--- config.mk ---
export PLATFORM = sky130hd
export DESIGN_NAME = fetch_queue_unit
export DESIGN_NICKNAME = d
export VERILOG_FILES = /design/src/rtl/fetch_queue_unit.sv
export SDC_FILE = /design/constraint.sdc
export NUM_CORES = 1
export LEC_CHECK = 0
export BUFFER_PORTS_ARGS = -buffer_cell sky130_fd_sc_hd__buf_2
export CAP_MARGIN = 20
export CELL_PAD_IN_SITES_DETAIL_PLACEMENT = 0
export CELL_PAD_IN_SITES_GLOBAL_PLACEMENT = 1
export CORE_MARGIN = 2
export CORE_UTILIZATION = 30
export DETAILED_ROUTE_END_ITERATION = 8
export MAX_ROUTING_LAYER = met4
export PLACE_DENSITY = 0.56
export SLEW_MARGIN = 20
export SYNTH_ARGS = -nofsm -noshare
export SYNTH_HDL_FRONTEND = slang
export SYNTH_SLANG_ARGS = --single-unit
export TNS_END_PERCENT = 100
--- constraint.sdc ---
create_clock -name clock -period 7.6 [get_ports clock]
set_input_delay 0.38 -clock clock [delete_from_list [all_inputs] [get_ports clock]]
set_output_delay 0.38 -clock clock [all_outputs]
set_load 0.01 [all_outputs]
--- src/rtl/fetch_queue_unit.sv ---
`timescale 1ns/1ps
`default_nettype none
// ============================================================================
// Module   : fetch_queue_unit
// Purpose  : Instruction fetch stage with a prefetch queue. Issues in-order
//            instruction-memory requests from a private fetch PC, tags each
//            returned instruction with its PC, and buffers it in a DEPTH-entry
//            queue that decode drains under valid/ready back-pressure. A
//            redirect flushes the queue and discards responses in flight.
// Ports    : clock, reset (async, active-low)
//            NewPC, PCSelector            - redirect target / redirect strobe
//            imem_req_valid/ready, addr   - request channel
//            imem_resp_valid, resp_data   - in-order response channel
//            out_valid/ready, out_instr,
//            out_pc, out_pc_plus8         - decode-side queue head
// Revision : 1.0 - initial release
// ============================================================================
module fetch_queue_unit #(
    parameter int               WIDTH    = 32,
    parameter int               DEPTH    = 4,
    parameter int               STEP     = 4,
    parameter logic [WIDTH-1:0] RESET_PC = '0
) (
    input  logic             clock,
    input  logic             reset,
    input  logic [WIDTH-1:0] NewPC,
    input  logic             PCSelector,
    output logic             imem_req_valid,
    input  logic             imem_req_ready,
    output logic [WIDTH-1:0] imem_addr,
    input  logic             imem_resp_valid,
    input  logic [WIDTH-1:0] imem_resp_data,
    output logic             out_valid,
    input  logic             out_ready,
    output logic [WIDTH-1:0] out_instr,
    output logic [WIDTH-1:0] out_pc,
    output logic [WIDTH-1:0] out_pc_plus8
);

    localparam int               c_PTR_W   = $clog2(DEPTH);
    // Counters must represent the value DEPTH itself, hence DEPTH+1.
    localparam int               c_CNT_W   = $clog2(DEPTH + 1);
    localparam logic [c_PTR_W-1:0] c_PTR_ONE = c_PTR_W'(1);
    localparam logic [c_CNT_W-1:0] c_CNT_ONE = c_CNT_W'(1);
    localparam logic [c_CNT_W:0]   c_DEPTH   = (c_CNT_W + 1)'(DEPTH);
    localparam logic [WIDTH-1:0]   c_STEP    = WIDTH'(STEP);
    localparam logic [WIDTH-1:0]   c_EIGHT   = WIDTH'(8);

    logic [WIDTH-1:0]   r_fetch_pc;
    logic [WIDTH-1:0]   r_resp_pc;   // PC tag for the next kept response
    logic [c_CNT_W-1:0] r_inflight;
    logic [c_CNT_W-1:0] r_drop;
    logic [c_CNT_W-1:0] r_count;
    logic [c_PTR_W-1:0] r_wptr;
    logic [c_PTR_W-1:0] r_rptr;
    logic [WIDTH-1:0]   r_instr_q [DEPTH];
    logic [WIDTH-1:0]   r_pc_q    [DEPTH];

    logic [c_CNT_W:0]   w_used;
    logic               w_req_fire;
    logic               w_resp_ok;
    logic               w_resp_drop;
    logic               w_push;
    logic               w_pop;

    // Credits: entries already queued plus responses that will be kept.
    // Stale (to-be-dropped) responses never occupy a slot, so they are
    // subtracted; this bound makes overflow impossible.
    assign w_used = {1'b0, r_count} + {1'b0, r_inflight} - {1'b0, r_drop};

    // Gated with reset so no request is advertised while the block is held.
    assign imem_req_valid = reset && !PCSelector && (w_used < c_DEPTH);
    assign imem_addr      = r_fetch_pc;
    assign w_req_fire     = imem_req_valid && imem_req_ready;

    // A response with nothing outstanding is a protocol violation: ignored.
    assign w_resp_ok   = imem_resp_valid && (r_inflight != '0);
    assign w_resp_drop = w_resp_ok && (r_drop != '0);
    assign w_push      = w_resp_ok && !w_resp_drop && !PCSelector;

    assign out_valid = (r_count != '0);
    assign w_pop     = out_valid && out_ready && !PCSelector;

    // Head fields read as zero whenever the queue is empty (including reset).
    assign out_instr    = out_valid ? r_instr_q[r_rptr] : '0;
    assign out_pc       = out_valid ? r_pc_q[r_rptr] : '0;
    assign out_pc_plus8 = out_valid ? (r_pc_q[r_rptr] + c_EIGHT) : '0;

    always_ff @(posedge clock or negedge reset) begin
        if (!reset) begin
            r_fetch_pc <= RESET_PC;
            r_resp_pc  <= RESET_PC;
            r_inflight <= '0;
            r_drop     <= '0;
            r_count    <= '0;
            r_wptr     <= '0;
            r_rptr     <= '0;
        end else if (PCSelector) begin
            // Every request still outstanding after this cycle belongs to the
            // old path, so drop is re-derived from inflight rather than
            // accumulated; back-to-back redirects stay consistent.
            r_fetch_pc <= NewPC;
            r_resp_pc  <= NewPC;
            r_inflight <= r_inflight - {{(c_CNT_W-1){1'b0}}, w_resp_ok};
            r_drop     <= r_inflight - {{(c_CNT_W-1){1'b0}}, w_resp_ok};
            r_count    <= '0;
            r_wptr     <= '0;
            r_rptr     <= '0;
        end else begin
            if (w_req_fire) begin
                r_fetch_pc <= r_fetch_pc + c_STEP;
            end
            r_inflight <= r_inflight
                          + {{(c_CNT_W-1){1'b0}}, w_req_fire}
                          - {{(c_CNT_W-1){1'b0}}, w_resp_ok};
            if (w_resp_drop) begin
                r_drop <= r_drop - c_CNT_ONE;
            end
            if (w_push) begin
                r_wptr    <= r_wptr + c_PTR_ONE;
                r_resp_pc <= r_resp_pc + c_STEP;
            end
            if (w_pop) begin
                r_rptr <= r_rptr + c_PTR_ONE;
            end
            r_count <= r_count
                       + {{(c_CNT_W-1){1'b0}}, w_push}
                       - {{(c_CNT_W-1){1'b0}}, w_pop};
        end
    end

    // Queue payload needs no reset: it is only observed through out_valid.
    always_ff @(posedge clock) begin
        if (w_push) begin
            r_instr_q[r_wptr] <= imem_resp_data;
            r_pc_q[r_wptr]    <= r_resp_pc;
        end
    end

endmodule
`default_nettype wire

==> summary.md <==
| Metric | Value |
|---|---|
| Fin worst setup slack | `3.32 ns` |
| Die ar. | `52,300 um2` |
| Cell Area, Placed | `16,800 um2` |
| Vias post-DR | `9,594` |
| Post-synthesis cell count | `1,028` |
| Antenna violations before repair | `0` |
| Drt wl/cell | `20.4 um` |
| Root cell of the clock tree | `clkbuf_16` |
| Yosys warning count | `0` |
| Status | `finished clean` |
| I/O Buffers | `199` |
| Num rows | `82` |
| Finish-stage setup viols | `0` |
| Max-slew headroom | `0.298` |
| Fmax | `234 MHz` |
| Cells on Worst Hold Path | `1` |
| RePlAce Congestion | `0.768` |
| Vias/cell | `4.98` |
| Num CTS Buffers | `39` |
| Critical path start-end classification | `reg2out` |
| Max IR drop VDD | `0.136 mV` |
| Largest net degree at the start of global routing | `67` |
| Primary FF master, synth | `edfxtp_1` |
| Total Power | `5.84 mW` |
| # diodes | `0` |
| Final nets | `1,316` |
| Fin crit share | `0.563` |
| Fillers | `4,876` |
| # Post-CTS Setup Buffers | `0` |
| Sequential share of the synthesized area | `0.635` |
| Core area | `50,000 um2` |
| Syn Nets | `1,120` |
| Synthesized cell area | `15,100 um2` |
| Maxcap violations | `0` |
| Die width | `229 um` |
| Syn avg cell area | `14.7 um2` |
| FF+latch area | `9620 um2` |
| DRT Pass-1 Iters | `5` |
| Number of synthesized register bits | `333` |
| First-pass GRT wire length | `60,500 um` |
| Max clock buf depth | `3` |
| Max H-tree Level | `2` |
| Gr busiest metal | `met2` |
| Final min period | `4.28 ns` |
| Async S/R FF share, synth | `0.231` |
| Grt ovf | `0` |
| GR Layer Usage met1 | `0.210` |
| Worst path arrival time | `3.90 ns` |
| Total GRT Usage | `0.155` |
| # DRC | `0` |
| CTS Sinks | `333` |
| 1st-iter DRT viols | `498` |
| TNS Setup | `0 ns` |
| Reg2Reg Depth | `15` |
| Fin. Hold Viols | `0` |
| Starting Density | `0.303` |
| Final Max Tran Viols | `0` |
| Number of global-route vias before repair | `10,003` |
| Pre-CTS setup slack | `3.57 ns` |
| Die span in y | `229 um` |
| IO Pins | `200` |
| Slew @ Worst Pin | `1.05 ns` |
| Area taken by multi-input logic gates | `5150 um2` |
| P_leak | `6.47 nW` |
| Met2 usage | `0.239` |
| Post-layout util | `0.361` |
| TritonCTS clock tree | `yes` |
| Design area | `18,100 um2` |
| Hold_sp | `imem_resp_data[29]` |
| Skew-Pair Late Insertion Delay | `0.56 ns` |
| Worst path required time | `7.22 ns` |
| Worst reg2reg endpoint | `r_inflight[2]` |
| Critical path launch point type | `flop` |
| EDFF count, synth | `256` |
| Setup crit end kind | `primary output` |
| Power Dens Cells | `323 nW/um2` |
| Ratio of cells with drive above 1 in the final layout | `0.261` |
| R2R Setup Slk | `3.48 ns` |
| DRT antenna net count | `0` |
| FF-to-FF Start | `r_inflight[1]` |
| RSZ-0062 raised after global routing | `no` |
| Hold Crit Endpoint | `r_instr_q[1][29]` |
| Clock skew | `0.0231 ns` |
| Hpwl dp | `25,400 um` |
| Met3 GRT Util | `0.0299` |
| Synth cell types | `51` |
| Reg clk slew, reported paths | `0.06 ns` |
| Total Wirelength | `39,400 um` |
| Worst Hold Class | `in2reg` |
| Critical path peak fanout | `37` |
| Area grow syn2layout | `19.3%` |
## worst max-delay path, cell delays in order (launching register included)
cell     delay [ns]
dfrtp_4        0.90
mux4_1         0.50
and3_1         0.43
nand4_1        0.54
or4_1          0.66
a21oi_1        0.14
buf_2          0.15
## cells by family (layout without fill, tap and decap cells)
logic type | count (synthesis) | count (layout) | share of synthesized area
xor+xnor | 40 | 40 | 0.0231
buf+inv | 87 | 314 | 0.0268
fa+ha+maj | 22 | 22 | 0.0202
flops | 333 | 333 | 0.635
mux | 70 | 70 | 0.105
compound gates | 135 | 135 | 0.0610
simple gates | 341 | 341 | 0.129
## area by class of cell
class	instances	share of cell area
Multi-Input combinational cell	608	0.285
Timing Repair Buffer	210	0.0598
Clock inverter	23	0.0116
Clock buffer	49	0.0573
Inverter	32	0.00665
Tap cell	672	0.0466
Sequential cell	333	0.533
## synth_stat cells (3+ instances only)
master    number  area share
a31oi_1       13      0.0054
nand4_1       20      0.0083
buf_4          6      0.0030
o31a_1        13      0.0075
nor4_1        14      0.0058
fa_1           4      0.0053
edfxtp_1     256        0.51
a21oi_1       31       0.010
nand2_1       39      0.0097
a21boi_0       5      0.0025
or3_1         12      0.0050
o31ai_1       16      0.0079
and4_1        13      0.0075
nor3_1        16      0.0053
dfrtp_1       77        0.13
o21ai_0       22      0.0073
or4_1         19      0.0094
and2_1        78       0.032
and3b_1        3      0.0017
nor2b_1       14      0.0058
mux4_1        22       0.038
a311oi_1      24       0.014
inv_1         32      0.0079
nand2b_1       7      0.0029
ha_1          18       0.015
a211oi_1       5      0.0025
xor2_1        21       0.012
mux2i_1        3      0.0020
clkbuf_1      36      0.0089
and3_1        20      0.0083
mux4_2        42       0.062
nor2_1        56       0.014
nand3_1       21      0.0069
buf_2          7      0.0023
mux2_2         3      0.0022
xnor2_1       19       0.011
## per-stage QoR
stage | instances | hold slack (ns)
finish | 1927 | 0.0464
global route | 1927 | 0.0205
CTS | 1927 | 0.00685
detailed placement | 1854 | 0.290
global placement | 1853 | 0.288
floorplan | 1028 | 0.0844
## registers in the layout, indices dropped and copies added (netlist names)
| register | flops |
|---|---|
| r_rptr | 2 |
| r_pc_q | 128 |
| imem_addr | 32 |
| r_instr_q | 128 |
| r_drop | 3 |
| r_inflight | 3 |
| r_count | 3 |
| r_wptr | 2 |
| r_resp_pc | 32 |
## how the worst max path moves through the flow
stage / start / endpoint / slack (ns) / depth (start not counted)
global route: r_rptr[0] / out_pc_plus8[31] / 3.01 / 6
CTS: r_rptr[0] / out_pc_plus8[31] / 3.24 / 7
finish: r_rptr[0] / out_pc_plus8[31] / 3.32 / 6
global placement: r_inflight[1] / r_inflight[2] / 3.67 / 15
detailed placement: r_inflight[1] / r_inflight[2] / 3.57 / 15
floorplan: r_inflight[1] / r_inflight[2] / 3.75 / 15
## cell usage in the layout, fill, tap and decap left out, drive strengths merged, types with 31 or more instances in the layout
cell / instances
mux4: 64
a21oi: 31
dfrtp: 77
clkbuf: 49
edfxtp: 256
buf: 209
inv: 34
and2: 78
nor2: 56
nand2: 40
## report_power, final
part,switching (mW),internal [mW]
registers,0.161,2.08
logic,1.03,0.729
clock network,0.759,1.07
total,1.95,3.89
## per-layer routing
| metal | part of all wire | vias up |
|---|---|---|
| met1 | 0.47 | 4898 |
| met5 | 0 | - |
| met2 | 0.46 | 235 |
| met3 | 0.045 | 53 |
| li1 | - | 4408 |
| met4 | 0.020 | 0 |
## repair_timing
action	in CTS	in global routing
hold endpoints to repair	17	0
gates resized for setup	0	0
hold buffers	1	0
(Power assumes the default switching activity.)
